**src/rtl/keypad_encoder_if.sv**
```systemverilog
// Keypad bus between the keypad encoder and the watch, timer and alarm-set logic.
// The master side is the encoder: it takes the raw contacts and drives the events.
// The slave side is a consumer of the events, or the source that supplies the contacts.
interface keypad_encoder_if;
    logic [9:0] key_raw;
    logic [9:0] keypad;
    logic [3:0] key_code;
    logic       key_valid;
    logic       key_held;
    logic       key_repeat;
    logic       multi_err;

    modport master (
        input  key_raw,
        output keypad,
        output key_code,
        output key_valid,
        output key_held,
        output key_repeat,
        output multi_err
    );

    modport slave (
        output key_raw,
        input  keypad,
        input  key_code,
        input  key_valid,
        input  key_held,
        input  key_repeat,
        input  multi_err
    );
endinterface

```
**src/rtl/keypad_encoder.sv**
```systemverilog
// keypad_encoder: 10-key keypad front end running on the 1 kHz system clock.
// The block synchronizes and debounces the raw contacts and rejects presses of
// more than one key. Each physical press produces one one-hot keypad pulse and
// a BCD key code.
// Optional build macro KEYPAD_REPEAT_EN: while a key stays held, the block
// emits auto-repeat pulses after REPEAT_DELAY cycles and then every
// REPEAT_RATE cycles. When the macro is undefined, key_repeat is tied to 0.
module keypad_encoder #(
    parameter int DEBOUNCE_MS  = 20,
    parameter int REPEAT_DELAY = 500,
    parameter int REPEAT_RATE  = 100,
    parameter int CNT_W        = 10
) (
    input logic              clk,
    input logic              rst,
    keypad_encoder_if.master bus
);

    // A bad parameter set must stop elaboration rather than build a counter that wraps.
    if (DEBOUNCE_MS < 2 ||
        (64'd1 << CNT_W) <= 64'(DEBOUNCE_MS) ||
        (64'd1 << CNT_W) <= 64'(REPEAT_DELAY) ||
        (64'd1 << CNT_W) <= 64'(REPEAT_RATE)) begin : gBadConfig
        $error("keypad_encoder: CNT_W too small for the counters or DEBOUNCE_MS < 2");
    end

    typedef enum logic [1:0] {
        IDLE     = 2'd0,
        DEBOUNCE = 2'd1,
        PRESSED  = 2'd2,
        RELEASE  = 2'd3
    } state_t;

    localparam logic [CNT_W-1:0] DB_LAST = CNT_W'(DEBOUNCE_MS - 1);

    state_t           state_q, state_d;
    logic [9:0]       syncMeta_q;
    logic [9:0]       ks_q;
    logic [9:0]       cap_q, cap_d;
    logic [CNT_W-1:0] cnt_q, cnt_d;
    logic [9:0]       keypad_q, keypad_d;
    logic             keyValid_q, keyValid_d;
    logic [3:0]       keyCode_q, keyCode_d;
    logic             keyHeld_q, keyHeld_d;
    logic             multiErr_q, multiErr_d;
    logic [3:0]       capIndex;

`ifdef KEYPAD_REPEAT_EN
    localparam logic [CNT_W-1:0] RPT_DELAY_LAST = CNT_W'(REPEAT_DELAY - 1);
    localparam logic [CNT_W-1:0] RPT_RATE_LAST  = CNT_W'(REPEAT_RATE - 1);

    logic [CNT_W-1:0] rptCnt_q, rptCnt_d;
    logic             rptArmed_q, rptArmed_d;
    logic             keyRepeat_q, keyRepeat_d;
`endif

    // Convert the captured one-hot key to its BCD index for key_code.
    always_comb begin
        capIndex = 4'd0;
        for (int i = 0; i < 10; i++) begin
            if (cap_q[i]) begin
                capIndex = 4'(i);
            end
        end
    end

    // Next-state and output decisions. All decisions use the synchronized sample ks_q.
    always_comb begin
        state_d    = state_q;
        cap_d      = cap_q;
        cnt_d      = cnt_q;
        keypad_d   = '0;
        keyValid_d = 1'b0;
        keyCode_d  = keyCode_q;
        keyHeld_d  = keyHeld_q;
        multiErr_d = ($countones(ks_q) > 1);
`ifdef KEYPAD_REPEAT_EN
        rptCnt_d    = rptCnt_q;
        rptArmed_d  = rptArmed_q;
        keyRepeat_d = 1'b0;
`endif

        unique case (state_q)
            IDLE: begin
                if ($onehot(ks_q)) begin
                    cap_d   = ks_q;
                    cnt_d   = CNT_W'(1);
                    state_d = DEBOUNCE;
                end
            end

            DEBOUNCE: begin
                if (ks_q != cap_q) begin
                    state_d = IDLE;
                    cnt_d   = '0;
                end else if (cnt_q == DB_LAST) begin
                    state_d    = PRESSED;
                    cnt_d      = '0;
                    keypad_d   = cap_q;
                    keyValid_d = 1'b1;
                    keyCode_d  = capIndex;
                    keyHeld_d  = 1'b1;
                end else begin
                    cnt_d = cnt_q + CNT_W'(1);
                end
            end

            PRESSED: begin
                if (ks_q != cap_q) begin
                    state_d   = RELEASE;
                    cnt_d     = '0;
                    keyHeld_d = 1'b0;
`ifdef KEYPAD_REPEAT_EN
                    rptCnt_d   = '0;
                    rptArmed_d = 1'b0;
`endif
                end else begin
                    keyHeld_d = 1'b1;
`ifdef KEYPAD_REPEAT_EN
                    if ((!rptArmed_q && rptCnt_q == RPT_DELAY_LAST) ||
                        (rptArmed_q && rptCnt_q == RPT_RATE_LAST)) begin
                        rptCnt_d    = '0;
                        rptArmed_d  = 1'b1;
                        keypad_d    = cap_q;
                        keyValid_d  = 1'b1;
                        keyRepeat_d = 1'b1;
                    end else begin
                        rptCnt_d = rptCnt_q + CNT_W'(1);
                    end
`endif
                end
            end

            RELEASE: begin
                if (ks_q == '0) begin
                    if (cnt_q == DB_LAST) begin
                        state_d = IDLE;
                        cnt_d   = '0;
                    end else begin
                        cnt_d = cnt_q + CNT_W'(1);
                    end
                end else begin
                    cnt_d = '0;
                end
            end

            default: begin
                state_d = IDLE;
                cnt_d   = '0;
            end
        endcase
    end

    // Synchronizer flops and all state registers. Reset has priority even in the middle of a press.
    always_ff @(posedge clk) begin
        if (!rst) begin
            syncMeta_q <= '0;
            ks_q       <= '0;
            state_q    <= IDLE;
            cap_q      <= '0;
            cnt_q      <= '0;
            keypad_q   <= '0;
            keyValid_q <= 1'b0;
            keyCode_q  <= 4'd0;
            keyHeld_q  <= 1'b0;
            multiErr_q <= 1'b0;
        end else begin
            syncMeta_q <= bus.key_raw;
            ks_q       <= syncMeta_q;
            state_q    <= state_d;
            cap_q      <= cap_d;
            cnt_q      <= cnt_d;
            keypad_q   <= keypad_d;
            keyValid_q <= keyValid_d;
            keyCode_q  <= keyCode_d;
            keyHeld_q  <= keyHeld_d;
            multiErr_q <= multiErr_d;
        end
    end

`ifdef KEYPAD_REPEAT_EN
    // Auto-repeat counter. It runs only while a press is held and clears when the press ends.
    always_ff @(posedge clk) begin
        if (!rst) begin
            rptCnt_q    <= '0;
            rptArmed_q  <= 1'b0;
            keyRepeat_q <= 1'b0;
        end else begin
            rptCnt_q    <= rptCnt_d;
            rptArmed_q  <= rptArmed_d;
            keyRepeat_q <= keyRepeat_d;
        end
    end

    assign bus.key_repeat = keyRepeat_q;
`else
    assign bus.key_repeat = 1'b0;
`endif

    assign bus.keypad    = keypad_q;
    assign bus.key_valid = keyValid_q;
    assign bus.key_code  = keyCode_q;
    assign bus.key_held  = keyHeld_q;
    assign bus.multi_err = multiErr_q;

endmodule

```
**src/flat_wrapper.sv**
```systemverilog
// flat-port wrapper written by rule: the top's interface ports become plain ports
module keypad_encoder_flat 
#(
    parameter int DEBOUNCE_MS  = 20,
    parameter int REPEAT_DELAY = 500,
    parameter int REPEAT_RATE  = 100,
    parameter int CNT_W        = 10
)
  (clk, rst, bus_key_raw, bus_keypad, bus_key_code, bus_key_valid, bus_key_held, bus_key_repeat, bus_multi_err);
  keypad_encoder_if bus_i ();
  input logic clk;
  input logic rst;
  input wire logic [$bits(bus_i.key_raw)-1:0] bus_key_raw;
  output wire logic [$bits(bus_i.keypad)-1:0] bus_keypad;
  output wire logic [$bits(bus_i.key_code)-1:0] bus_key_code;
  output wire logic [$bits(bus_i.key_valid)-1:0] bus_key_valid;
  output wire logic [$bits(bus_i.key_held)-1:0] bus_key_held;
  output wire logic [$bits(bus_i.key_repeat)-1:0] bus_key_repeat;
  output wire logic [$bits(bus_i.multi_err)-1:0] bus_multi_err;
  assign bus_i.key_raw = bus_key_raw;
  assign bus_keypad = bus_i.keypad;
  assign bus_key_code = bus_i.key_code;
  assign bus_key_valid = bus_i.key_valid;
  assign bus_key_held = bus_i.key_held;
  assign bus_key_repeat = bus_i.key_repeat;
  assign bus_multi_err = bus_i.multi_err;
  keypad_encoder #(.DEBOUNCE_MS(DEBOUNCE_MS), .REPEAT_DELAY(REPEAT_DELAY), .REPEAT_RATE(REPEAT_RATE), .CNT_W(CNT_W)) u_core (.clk(clk), .rst(rst), .bus(bus_i));
endmodule
```
**config.mk**
```make
export PLATFORM = sky130hd
export DESIGN_NAME = keypad_encoder_flat
export DESIGN_NICKNAME = d
export VERILOG_FILES = /design/src/rtl/keypad_encoder_if.sv /design/src/rtl/keypad_encoder.sv /design/src/flat_wrapper.sv
export SDC_FILE = /design/constraint.sdc
export NUM_CORES = 1
export LEC_CHECK = 0
export CELL_PAD_IN_SITES_DETAIL_PLACEMENT = 1
export CELL_PAD_IN_SITES_GLOBAL_PLACEMENT = 1
export CORE_MARGIN = 2
export CORE_UTILIZATION = 39
export CTS_CLUSTER_DIAMETER = 40
export DETAILED_ROUTE_END_ITERATION = 7
export GPL_ROUTABILITY_DRIVEN = 0
export PLACE_DENSITY_LB_ADDON = 0.1
export SYNTH_ARGS = -nofsm -noshare
export SYNTH_HDL_FRONTEND = slang
export SYNTH_SLANG_ARGS = --single-unit
```
**constraint.sdc**
```tcl
create_clock -name clk -period 11.59 [get_ports clk]
set_clock_uncertainty 0.15 [all_clocks]
set_input_delay 2.318 -clock clk [delete_from_list [all_inputs] [get_ports clk]]
set_output_delay 2.318 -clock clk [all_outputs]
set_load 0.05 [all_outputs]
```
==> qor.csv, run 1 <==
stage;metric;value;unit
synth;number of flops mapped to enable cells by yosys;0;
synth;syn_area_per_cell;9.691;um2
route;WL per Instance;14.22;um
critical_path;highest cell delay on the worst timing path;560;ps
floorplan;die height;89.62;um
cells_and_area;fillcell total;838;
cells_and_area;FF/Latch Area;0.001181;mm2
route;drt pass-1 iters;4;
floorplan;Initial Utilization;39.84;%
timing;Fin. Hold Viols;0;
timing;Tcrit/Tclk final;36.97;%
critical_path;CP Launch Type;input port;
timing;Hold WS;283.2;ps
synth;Area contributors post-synth;dfxtp_1, ha_1, and2_1;
route;drt drc;0;
cells_and_area;synthesis-to-finish area growth;20.31;%
power_and_ir_drop;pwr dens;163.6;mW/mm2
route;via-per-instance ratio;5.007;
run;max-cap violations;0;
clock_tree;CTS tree;yes;
clock_tree;clock-pin slew on the worst setup and hold paths;70;ps
floorplan;IO Count;30;
synth;prevailing post-synth register cell;dfxtp_1;
synth;Synth Net Count;330;
clock_tree;setup repair bufs after CTS;0;
route;Routed Antenna Nets;0;
clock_tree;Root Driver;clkbuf_8;
global_routing;number of global-route vias before repair;2204;
floorplan;num rows;31;
synth;most common cell in the netlist;dfxtp_1;
floorplan;core box area;0.007176;mm2
route;Routed WL;6070;um
critical_path;Critical-path top delay cell;a2111o_1;
route;via count;2138;
timing;Worst slew margin;51.03;%
synth;Synth area leader;dfxtp_1;
place;DP HPWL;4485;um
synth;top cell type's share of synthesized area;41.31;%
timing;fin crit period;4284;ps
global_routing;antenna violations before repair;0;
synth;Synth warnings;0;
cells_and_area;area of the multi-input gates;0.001505;mm2
synth;Synth Instances;295;
clock_tree;Num CTS Buffers;9;
synth;Synth cell types;57;
synth;Synth Cell Area;0.002859;mm2
timing;fmax;233.4;MHz
timing;final setup TNS;0;ps
clock_tree;Sink Count;59;
critical_path;worst-path maximum fanout;39;
global_routing;GRT Util Overall;17.07;%
route;Iteration-0 DRC Markers;49;
critical_path;CP arrival;4410;ps
critical_path;Buf+Inv Stages, Crit Path;3;
critical_path;Crit Path Class;in2reg;
timing;worst slew pin tran;733.7;ps
power_and_ir_drop;total power;562.7;uW
timing;Max Slew Vio Count;0;
floorplan;Die W;89.62;um
timing;unrepaired setup endpoints after global routing;no;
clock_tree;Max clock buf depth;2;
power_and_ir_drop;Leakage Power;1.446;nW
cells_and_area;Layout Nets;359;
global_routing;first-pass GRT wire length;10380;um
critical_path;cell chain of the critical path;clkdlybuf4s50_1 -> buf_4 -> inv_1 -> a2111o_1 -> nor2_4 -> a221o_1;
clock_tree;Clock Latency Late Sink;330;ps
worst_hold_path;worst hold-check path type;reg2reg;
clock_tree;hold buffers post-CTS;0;
place;post-placement cell area;0.003214;mm2
synth;Post-synth ARST share;0;%
synth;sequential area share after synthesis;41.31;%
critical_path;Worst Path Required;11720;ps
critical_path;critical path endpoint category;flip-flop;
global_routing;largest net degree at the start of global routing;40;
timing;endpoints failing setup;0;
synth;Post-synth top cells;dfxtp_1, inv_1, nor2_1, and2_1, ha_1;
synth;flop and latch count out of synthesis;59;
clock_tree;post_cts resized;0;
global_routing;total gr overflow;0;
place;Port Buf Inserts;28;
cells_and_area;Final Cell Area;0.003440;mm2
clock_tree;H-tree depth;3;
cells_and_area;antenna cells;0;
critical_path;cell family with most CP delay;buffers and inverters;
floorplan;die area;0.008032;mm2
power_and_ir_drop;VDD IR max;0.09151;mV
outcome;outcome;finished, final reports clean;
cells_and_area;fraction of layout cells with a size suffix above 1;9.756;%
==> worst reg2reg max path: stages (launching register included) <==
cell     delay (ps)
dfxtp_1         440
inv_1            70
ha_1            270
inv_1            50
fa_1            490
fa_1            510
inv_1            50
fa_1            400
inv_1            80
fa_1            180
nor2b_1         130
a31oi_1          60
nor3b_1         280
nand3_1         560
mux2i_1         350
nor2_1           60
==> report_power, final <==
group	total [mW]	internal, mW	switching (mW)
Clock	0.213	0.132	0.0809
Sequential	0.225	0.214	0.0106
Combinational	0.126	0.0506	0.0751
==> layer usage <==
layer	vias up	track usage, %	part of all wire [%]
li1	1062	-	-
met1	1041	20.26	45
met2	28	29.61	51
met3	7	5.210	2.3
met4	0	5.156	1.1
met5	-	0	0
==> layout make-up <==
type,instances,area share [%]
clock buffers,11,4.402
clock inverters,4,2.146
inverters,31,3.383
multi-input cells,194,43.76
flip-flops and latches,59,34.34
well taps,99,3.601
repair buffers,29,8.367
==> state kept, by name (all words and copies together) (netlist names), named ones only <==
name and count:
u_core.bus.key_code 4, u_core.bus.key_held 1, u_core.bus.key_valid 1, u_core.bus.keypad 10
u_core.bus.multi_err 1, u_core.cap_q 10, u_core.cnt_q 10, u_core.ks_q 10
u_core.state_q 1, u_core.syncMeta_q 10
==> final timing paths <==
check / startpoint / to / slack (ps) / depth (start not counted)
worst max-delay path: rst / u_core.cnt_q[2]$_SDFFE_PN0P_ / 7310 / 6
worst min register to register: u_core.syncMeta_q[9]$_SDFF_PN0_ / u_core.ks_q[9]$_SDFF_PN0_ / 280 / 1
worst max register to register: u_core.ks_q[0]$_SDFF_PN0_ / u_core.cap_q[5]$_SDFFE_PN0P_ / 7310 / 15
worst min-delay path: u_core.syncMeta_q[9]$_SDFF_PN0_ / u_core.ks_q[9]$_SDFF_PN0_ / 280 / 1
==> kinds of logic after synthesis <==
kind of cell / count (synthesis) / share of synthesized area (%)
AO/OA/AOI/OAI: 41 / 11.16
XOR/XNOR: 10 / 3.064
adder cells (fa/ha/maj): 23 / 11.64
buffers and inverters: 42 / 6.039
flip-flops: 59 / 41.31
multiplexers: 11 / 3.851
other: 1 / 0.1312
AND/OR/NAND/NOR: 108 / 22.80
==> per-stage QoR <==
step	utilization, %	worst slack, ps	cells
6_report	47.93	7306	427
3_3_place_gp	44.80	6944	412
2_1_floorplan	-	7853	295
4_1_cts	47.93	7236	427
5_1_grt	47.93	7002	427
3_5_place_dp	44.80	6931	412
==> layout by cell type (no fill, tap or decap), drive strengths merged, types with 3 or more instances in the layout <==
master / n
mux2i: 11
o21ai: 6
nor3: 8
nor2: 25
and3: 12
and2: 23
a22o: 9
nand3: 9
xnor2: 8
nor3b: 3
a21oi: 9
ha: 17
fa: 6
nand4: 4
clkbuf: 11
inv: 31
dfxtp: 59
nand2: 12
clkdlybuf4s50: 28
No activity file was read; power rests on OpenSTA's default activity.
==> run 2, diff against run 1 <==
clock period = 4.5 ns   (was 11.59 ns; I/O delays follow)
==> qor.csv, run 2 (synthesis gave the netlist of run 1 again) <==
stage;metric;value;unit
timing;Worst slew margin;64.86;%
place;post-placement cell area;0.003229;mm2
clock_tree;Max clock buf depth;2;
run;max-cap violations;0;
global_routing;largest net degree at the start of global routing;40;
global_routing;GR peak layer;met2;
cells_and_area;Final Cell Area;0.003430;mm2
timing;Tcrit/Tclk final;91.23;%
floorplan;die area;0.008032;mm2
timing;fin crit period;4105;ps
route;via count;2173;
clock_tree;post_cts resized;0;
route;Routed WL;6550;um
critical_path;Reg-to-Reg Start;u_core.ks_q[0]$_SDFF_PN0_;
place;setup slack after placement;380.3;ps
critical_path;CP Launch Type;flip-flop;
critical_path;Buf+Inv Stages, Crit Path;4;
floorplan;core box area;0.007176;mm2
route;WL per Instance;15.23;um
cells_and_area;leading cell types in the layout, fill and taps excluded;dfxtp_1, inv_1, clkdlybuf4s50_1, nor2_1, and2_1;
critical_path;CP arrival;4180;ps
timing;final worst setup slack;394.7;ps
clock_tree;Root Driver;clkbuf_8;
global_routing;antenna violations before repair;0;
cells_and_area;commonest non-fill, non-tap cell in the layout;dfxtp_1;
power_and_ir_drop;VDD IR max;0.1952;mV
critical_path;reg2reg end;u_core.cnt_q[2]$_SDFFE_PN0P_;
floorplan;die height;89.62;um
worst_hold_path;Hold Crit Endpoint;u_core.ks_q[9]$_SDFF_PN0_;
critical_path;highest cell delay on the worst timing path;520;ps
cells_and_area;fraction of layout cells with a size suffix above 1;10.57;%
critical_path;cell chain of the critical path;inv_1 -> ha_1 -> inv_1 -> fa_1 -> fa_1 -> inv_1 -> fa_1 -> inv_1 -> fa_1 -> nor2b_1 -> a31oi_1 -> o21ai_0 -> and2_1 -> nor2_1 -> a221o_1;
global_routing;M1 GR Usage;22.15;%
route;via-per-instance ratio;5.053;
critical_path;critical path endpoint category;flip-flop;
place;DP HPWL;4774;um
critical_path;cell family with most CP delay;adder cells;
global_routing;grt met3 use;5.484;%
global_routing;first-pass GRT wire length;11050;um
power_and_ir_drop;Leakage Power;1.436;nW
cells_and_area;Layout Nets;361;
timing;final setup TNS;0;ps
critical_path;worst-path maximum fanout;7;
floorplan;Die W;89.62;um
timing;fmax;243.6;MHz
clock_tree;Num CTS Buffers;9;
route;Routed Antenna Nets;0;
floorplan;num rows;31;
worst_hold_path;hold wc startpoint;u_core.syncMeta_q[9]$_SDFF_PN0_;
timing;Max Slew Vio Count;0;
clock_tree;Clock Latency Late Sink;340;ps
floorplan;IO Count;30;
worst_hold_path;worst hold-check path type;reg2reg;
worst_hold_path;Hold Path Cell Cnt;1;
critical_path;internal reg-to-reg setup slack;390;ps
critical_path;Critical-path top delay cell;fa_1;
cells_and_area;antenna cells;0;
clock_tree;clock-pin slew on the worst setup and hold paths;80;ps
clock_tree;hold buffers post-CTS;0;
clock_tree;H-tree depth;3;
outcome;outcome;finished, final reports clean;
cells_and_area;synthesis-to-finish area growth;19.96;%
floorplan;Initial Utilization;39.84;%
timing;worst slew pin tran;525.5;ps
place;Port Buf Inserts;28;
clock_tree;Sink Count;59;
critical_path;Crit Path Class;reg2reg;
global_routing;total gr overflow;0;
global_routing;GRT Util Overall;18.39;%
route;drt drc;0;
global_routing;GR Layer Usage met2;31.15;%
clock_tree;setup repair bufs after CTS;0;
power_and_ir_drop;pwr dens;409.8;mW/mm2
route;Iteration-0 DRC Markers;35;
global_routing;number of global-route vias before repair;2253;
route;drt pass-1 iters;4;
critical_path;reg2reg path depth;15;
timing;endpoints failing setup;0;
timing;Fin. Hold Viols;0;
clock_tree;CTS tree;yes;
critical_path;Worst Path Required;4580;ps
timing;unrepaired setup endpoints after global routing;no;
==> run 2: changes by cell type in the layout (fill, tap and decap cells not counted), sizes merged <==
cell,change
buf,+2
clkinvlp,+2
clkinv,+1
inv,+1
clkbuf,-2
bufinv,-1
==> run 2: worst max path at each step <==
stage,start,end,cells after the start
6_report,u_core.ks_q[0]$_SDFF_PN0_,u_core.cnt_q[2]$_SDFFE_PN0P_,15
5_1_grt,u_core.ks_q[0]$_SDFF_PN0_,flip-flop,15
4_1_cts,u_core.ks_q[0]$_SDFF_PN0_,flip-flop,15
3_5_place_dp,u_core.ks_q[0]$_SDFF_PN0_,flip-flop,15
3_3_place_gp,u_core.ks_q[0]$_SDFF_PN0_,u_core.cnt_q[2]$_SDFFE_PN0P_,15
2_1_floorplan,u_core.ks_q[0]$_SDFF_PN0_,u_core.cnt_q[2]$_SDFFE_PN0P_,16
==> run 2: through the flow <==
step                utilization (%)  hold slack, ps  total power, mW  std cells
detailed placement            45.00           271.0           0.9260        414
floorplan                         -           261.9           0.8368        295
CTS                           47.79           282.0            1.426        430
finish                        47.79           276.9            1.405        430
global placement              45.00           264.6           0.9175        414
global route                  47.79           291.7            1.485        430
==> run 2: worst reg2reg max path, cell delays in order, from the launching register on <==
cell,delay [ps]
dfxtp_1,440
inv_1,70
ha_1,280
inv_1,50
fa_1,500
fa_1,520
inv_1,60
fa_1,410
inv_1,90
fa_1,190
nor2b_1,130
a31oi_1,50
o21ai_0,230
and2_1,350
nor2_1,110
a221o_1,360
==> run 2: power by group <==
group          switching [mW]  total (mW)  internal, mW
sequential             0.0270       0.577         0.550
clock                   0.235       0.493         0.258
combinational           0.199       0.335         0.136
==> run 2: final cells by class <==
| type | instances | area (um2) |
|---|---|---|
| clock buffers | 9 | 123.9 |
| clock inverters | 7 | 76.32 |
| fillers | 825 | 3746 |
| inverters | 31 | 116.4 |
| multi-input cells | 194 | 1505 |
| flip-flops and latches | 59 | 1181 |
| well taps | 99 | 123.9 |
| repair buffers | 31 | 302.8 |
==> run 2: per-layer routing <==
layer  part of all wire [%]  up-vias
met4                    1.1        0
met1                     45     1072
met5                      0        -
met3                    2.2       10
li1                       -     1060
met2                     51       31
==> run 3, diff against run 2 <==
SETUP_SLACK_MARGIN = 0.02   (was not set)
==> results of run 3 <==
The final DEF is identical to that of run 2; final timing and power are the same.
